### config.mk
export PLATFORM = sky130hd
export DESIGN_NAME = irq_pending_ctrl_8
export DESIGN_NICKNAME = d
export VERILOG_FILES = /design/src/rtl/irq_pending_ctrl_8.sv
export SDC_FILE = /design/constraint.sdc
export NUM_CORES = 1
export LEC_CHECK = 0
export BUFFER_PORTS_ARGS = -buffer_cell sky130_fd_sc_hd__buf_2
export CAP_MARGIN = 10
export CORE_UTILIZATION = 35
export DETAILED_ROUTE_END_ITERATION = 16
export HOLD_SLACK_MARGIN = 0.1
export PLACE_DENSITY_LB_ADDON = 0.15
export SLEW_MARGIN = 10
export SYNTH_ARGS = -nofsm -noshare
export SYNTH_HDL_FRONTEND = slang
export SYNTH_SLANG_ARGS = --single-unit
### constraint.sdc
create_clock -name clk -period 3 [get_ports clk]
set_input_delay 0.6 -clock clk [delete_from_list [all_inputs] [get_ports clk]]
set_output_delay 0.6 -clock clk [all_outputs]
set_load 0.05 [all_outputs]
### src/rtl/irq_pending_ctrl_8.sv
`default_nettype none
// ============================================================================
// Module   : irq_pending_ctrl_8
// Purpose  : Eight-line interrupt front end. Captures request events into a
//            pending register, picks the highest-numbered eligible request and
//            presents its 3-bit index with a valid/ack handshake. The
//            presented index is held until the consumer acknowledges it.
//
// Parameters
//   LEVEL_MODE  0 = rising-edge capture, 1 = level capture
//
// Build option
//   IRQ_MASK_EN defined   : 8-bit mask register (1 = disabled) with the
//                           mask_wr / mask_in ports present
//   IRQ_MASK_EN undefined : no mask, every pending bit is eligible
//
// Ports
//   clk        in   clock, rising edge
//   rst        in   asynchronous active-high reset
//   irq_in     in   [7:0] request lines, synchronous to clk, bit 7 highest
//   irq_ack    in   consumer accepts the presented index (valid only)
//   mask_wr    in   load mask_in into the mask register (IRQ_MASK_EN only)
//   mask_in    in   [7:0] new mask value (IRQ_MASK_EN only)
//   irq_valid  out  an index is being presented
//   irq_id     out  [2:0] presented index, stable while irq_valid = 1
//   pending    out  [7:0] pending register, masked bits included
//
// Revision : 1.0  initial release
// ============================================================================
module irq_pending_ctrl_8 #(
  parameter int LEVEL_MODE = 0
) (
  input  logic       clk,
  input  logic       rst,
  input  logic [7:0] irq_in,
  input  logic       irq_ack,
`ifdef IRQ_MASK_EN
  input  logic       mask_wr,
  input  logic [7:0] mask_in,
`endif
  output logic       irq_valid,
  output logic [2:0] irq_id,
  output logic [7:0] pending
);

  // --------------------------------------------------------------------------
  // State encoding
  // --------------------------------------------------------------------------
  typedef enum logic [0:0] {
    ST_IDLE    = 1'b0,
    ST_PRESENT = 1'b1
  } state_t;

  state_t     state_q;
  state_t     state_d;
  logic [2:0] irq_id_q;
  logic [2:0] irq_id_d;
  logic [7:0] pending_q;
  logic [7:0] pending_d;
  logic [7:0] irq_q;
  logic [7:0] set;
  logic [7:0] clr;
  logic [7:0] elig;
  logic [2:0] top_idx;

  // --------------------------------------------------------------------------
  // Input stage: previous-cycle copy of the request lines for edge detection.
  // Resetting it to zero makes a line that is already high at reset release
  // look like a rising edge on the first clock.
  // --------------------------------------------------------------------------
  always_ff @(posedge clk or posedge rst) begin
    if (rst) begin
      irq_q <= 8'h00;
    end else begin
      irq_q <= irq_in;
    end
  end

  generate
    if (LEVEL_MODE != 0) begin : g_level
      assign set = irq_in;
    end else begin : g_edge
      assign set = irq_in & ~irq_q;
    end
  endgenerate

  // --------------------------------------------------------------------------
  // Mask and eligibility
  // --------------------------------------------------------------------------
`ifdef IRQ_MASK_EN
  logic [7:0] mask_q;
  logic [7:0] mask_d;

  always_comb begin
    mask_d = mask_q;
    if (mask_wr) begin
      mask_d = mask_in;
    end
  end

  always_ff @(posedge clk or posedge rst) begin
    if (rst) begin
      mask_q <= 8'h00;
    end else begin
      mask_q <= mask_d;
    end
  end

  assign elig = pending_q & ~mask_q;
`else
  assign elig = pending_q;
`endif

  // --------------------------------------------------------------------------
  // Highest set bit of the eligible vector. The ascending scan lets the
  // highest-numbered set bit overwrite any lower one.
  // --------------------------------------------------------------------------
  always_comb begin
    top_idx = 3'd0;
    for (int i = 0; i < 8; i++) begin
      if (elig[i]) begin
        top_idx = i[2:0];
      end
    end
  end

  // --------------------------------------------------------------------------
  // Pending update. The clear only exists while an index is actually being
  // presented and acknowledged; an ack in IDLE clears nothing. A new event
  // on the bit being cleared in the same cycle wins, so it is not lost.
  // --------------------------------------------------------------------------
  always_comb begin
    clr = 8'h00;
    if ((state_q == ST_PRESENT) && irq_ack) begin
      clr = 8'h01 << irq_id_q;
    end
  end

  always_comb begin
    pending_d = (pending_q & ~clr) | set;
  end

  always_ff @(posedge clk or posedge rst) begin
    if (rst) begin
      pending_q <= 8'h00;
    end else begin
      pending_q <= pending_d;
    end
  end

  // --------------------------------------------------------------------------
  // Grant FSM. Once in PRESENT the index is frozen: new arrivals, mask
  // writes and pending changes are ignored until the ack is seen.
  // --------------------------------------------------------------------------
  always_comb begin
    state_d  = state_q;
    irq_id_d = irq_id_q;
    case (state_q)
      ST_IDLE: begin
        if (elig != 8'h00) begin
          state_d  = ST_PRESENT;
          irq_id_d = top_idx;
        end
      end
      ST_PRESENT: begin
        if (irq_ack) begin
          state_d = ST_IDLE;
        end
      end
      default: begin
        state_d = ST_IDLE;
      end
    endcase
  end

  always_ff @(posedge clk or posedge rst) begin
    if (rst) begin
      state_q  <= ST_IDLE;
      irq_id_q <= 3'd0;
    end else begin
      state_q  <= state_d;
      irq_id_q <= irq_id_d;
    end
  end

  // --------------------------------------------------------------------------
  // Outputs: all derived from registers only.
  // --------------------------------------------------------------------------
  assign irq_valid = (state_q == ST_PRESENT);
  assign irq_id    = irq_id_q;
  assign pending   = pending_q;

endmodule
`default_nettype wire

==> qor.csv <==
stage;metric;value;unit
detailed_routing;Avg WL per Cell;11.65;um
placed_design;global placement routability congestion;0.8610;
placed_design;dpl ws;1.626;ns
detailed_routing;1st-iter DRT viols;13;
worst_setup_path;crit-path max cell delay;0.48;ns
grt;met2 Usage GRT;20.09;%
timing;Max Clk Rate;0.5905;GHz
grt;largest net degree at the start of global routing;21;
worst_setup_path;CP required;2.40;ns
floorplan;Site Rows;16;
finish;commonest non-fill, non-tap cells in the layout;buf_2 (22), dfrtp_1 (20), o21ai_0 (17);
detailed_routing;# DRC;0;
grt;met3 Track Usage GR;3.738;%
finish;n_diodes;0;
clock_tree;Clock Sinks;20;
placed_design;Port-buffer cells;22;
clock_tree;CTS root buffer;clkbuf_4;
worst_setup_path;CP Max Fanout;6;
clock_tree;Worst-path clk slew;0.11;ns
timing;Hold Worst Slack;0.4064;ns
finish;area occupied by multi-input gates;236.5;um^2
logic_synthesis;Syn Area/Cell;11.28;um^2
floorplan;Placeable Area;0.002022;mm^2
status;result of the run;finished clean;
detailed_routing;Initial DRT Pass Iterations;4;
grt;first-pass GRT wire length;2.270;mm
grt;vias in the first global route;530;
logic_synthesis;cells after synthesis;69;
clock_tree;CTS H-tree depth;1;
power;PD cells;649.5;mW/mm^2
floorplan;Initial Util;38.49;%
timing;# setup viols final;0;
power;Leak;0.4408;nW
timing;Final Cycle Share;56.45;%
worst_setup_path;CP Cell Sequence;buf_2;
grt;met1 Track Usage GR;15.96;%
timing;max_slew headroom;51.13;%
logic_synthesis;synth unique cells;15;
grt;initial antenna violation count;0;
clock_tree;TritonCTS clock tree;done;
grt;global routing's busiest layer;met2;
logic_synthesis;post-synthesis net count;80;
grt;gr ovfl total;0;
finish;Layout area overhead;23.15;%
timing;RSZ-0062 raised after global routing;no;
floorplan;Boundary Pins;23;
logic_synthesis;synthesized area;778.2;um^2
grt;GRT Total Usage;12.93;%
timing;endpoints failing hold;0;
logic_synthesis;Syn. warnings;0;
timing;Pins Over Slew Limit;0;
finish;register area;500.5;um^2
clock_tree;later-pin clock latency in the skew report;0.30;ns
finish;fillers;194;
timing;Final TNS setup;0;ns
placed_design;hpwl dp;1.082;mm
detailed_routing;Post-DRT Antenna Nets;0;
floorplan;Die ar.;0.002416;mm^2
worst_setup_path;Reg2Reg Depth;4;
finish;Final nets;107;
finish;most common cell after layout, fill and taps aside;buf_2;
detailed_routing;DR vias/cell;4.828;
worst_setup_path;CP endpoint kind;output pin;
flow_run;max-cap check violation count;0;
worst_setup_path;Largest delay share family, worst path;flip-flops;
power;VDD IR-drop max;244.8;uV
worst_setup_path;CP Class;reg2out;
worst_setup_path;FF-to-FF End;irq_id[0]$_DFFE_PP0P_;
placed_design;placed cells;118;
floorplan;die height;49.16;um
clock_tree;number of gates resized after CTS;0;
worst_setup_path;worst path bufs/invs;1;
timing;Final min period;1.694;ns
logic_synthesis;Seq/Total Area, Yosys;64.31;%
timing;Setup WS post-layout;1.306;ns
worst_setup_path;worst r2r src;pending[4]$_DFF_PP0_;
finish;fin cells;122;
worst_setup_path;crit path DAT;1.09;ns
timing;Worst-Margin Slew;0.7322;ns
worst_setup_path;CP startpoint kind;register;
logic_synthesis;FF+latch count, synth;20;
detailed_routing;routed wire length;1.421;mm
worst_setup_path;setup slack, reg-to-reg;1.76;ns
hold_path;Hold Crit Class;in2async;
finish;share of cells above drive strength 1;30.53;%
floorplan;Die X;49.16;um
worst_setup_path;CP max stage cell;dfrtp_1;
clock_tree;hold_buf cts;0;
clock_tree;postcts setup bufs;0;
clock_tree;TritonCTS Buffers;3;
timing;Final Skew;0.003630;ns
clock_tree;buffer depth of the longest clock path;2;
detailed_routing;vias;589;
## logic make-up (layout without fill, tap and decap cells)
family	after synthesis	count (layout)	synth area share, %
AOI/OAI and AO/OA	26	26	18.81
DFF	20	20	64.31
and+or+nand+nor	12	12	11.57
buffers and inverters	11	37	5.306
## worst max path at each step
stage | from | end | depth (start not counted)
global route | irq_valid$_DFF_PP0_ | irq_valid | 1
CTS | pending[6]$_DFF_PP0_ | pending[6] | 1
detailed placement | irq_ack | pending[4]$_DFF_PP0_ | 4
floorplan | pending[4]$_DFF_PP0_ | irq_id[0]$_DFFE_PP0P_ | 4
finish | pending[6]$_DFF_PP0_ | pending[6] | 1
global placement | irq_ack | pending[4]$_DFF_PP0_ | 4
## registers in the layout, indices dropped and copies added (netlist names)
register,flops
irq_valid,1
irq_id,3
irq_q,8
pending,8
## metal layers
layer  vias up  part of all wire (%)
met4         0                   1.8
met5         -                     0
met2        19                    46
met1       276                    48
met3         3                   3.9
li1        291                     -
## power breakdown
| group | internal [mW] | switching [mW] | total [mW] |
|---|---|---|---|
| sequential | 0.294 | 0.0343 | 0.328 |
| combinational | 0.0357 | 0.106 | 0.142 |
| clock | 0.0740 | 0.0788 | 0.153 |
| total | 0.404 | 0.219 | 0.622 |
## final cells by class
class                   count  share of cell area, %
clock buffers               4                  3.786
inverters                  11                  4.308
multi-input cells          38                  24.67
flip-flops and latches     20                  52.22
well taps                  27                  3.525
repair buffers             22                  11.49
## cell usage after synthesis, drive strengths merged
| library cell | count | area [um^2] |
|---|---|---|
| o311ai | 1 | 8.760 |
| nor2 | 4 | 15.01 |
| dfrtp | 20 | 500.5 |
| nand3b | 1 | 7.510 |
| nand3 | 1 | 5.000 |
| o31ai | 2 | 15.01 |
| nor4 | 2 | 42.54 |
| nand2b | 2 | 12.51 |
| a21oi | 4 | 23.77 |
| o21a | 1 | 7.510 |
| nand2 | 2 | 7.510 |
| o21ai | 17 | 85.08 |
| inv | 11 | 41.29 |
| a31oi | 1 | 6.260 |
## per-stage QoR
step	total power, mW	area, um^2	utilization, %
final	0.6225	958.4	47.40
after detailed placement	0.4766	922.1	45.61
after global routing	0.6548	958.4	47.40
after floorplan	0.4322	778.2	-
after CTS	0.6338	958.4	47.40
after global placement	0.4760	922.1	45.61
Power figures use the tool's default switching activity.
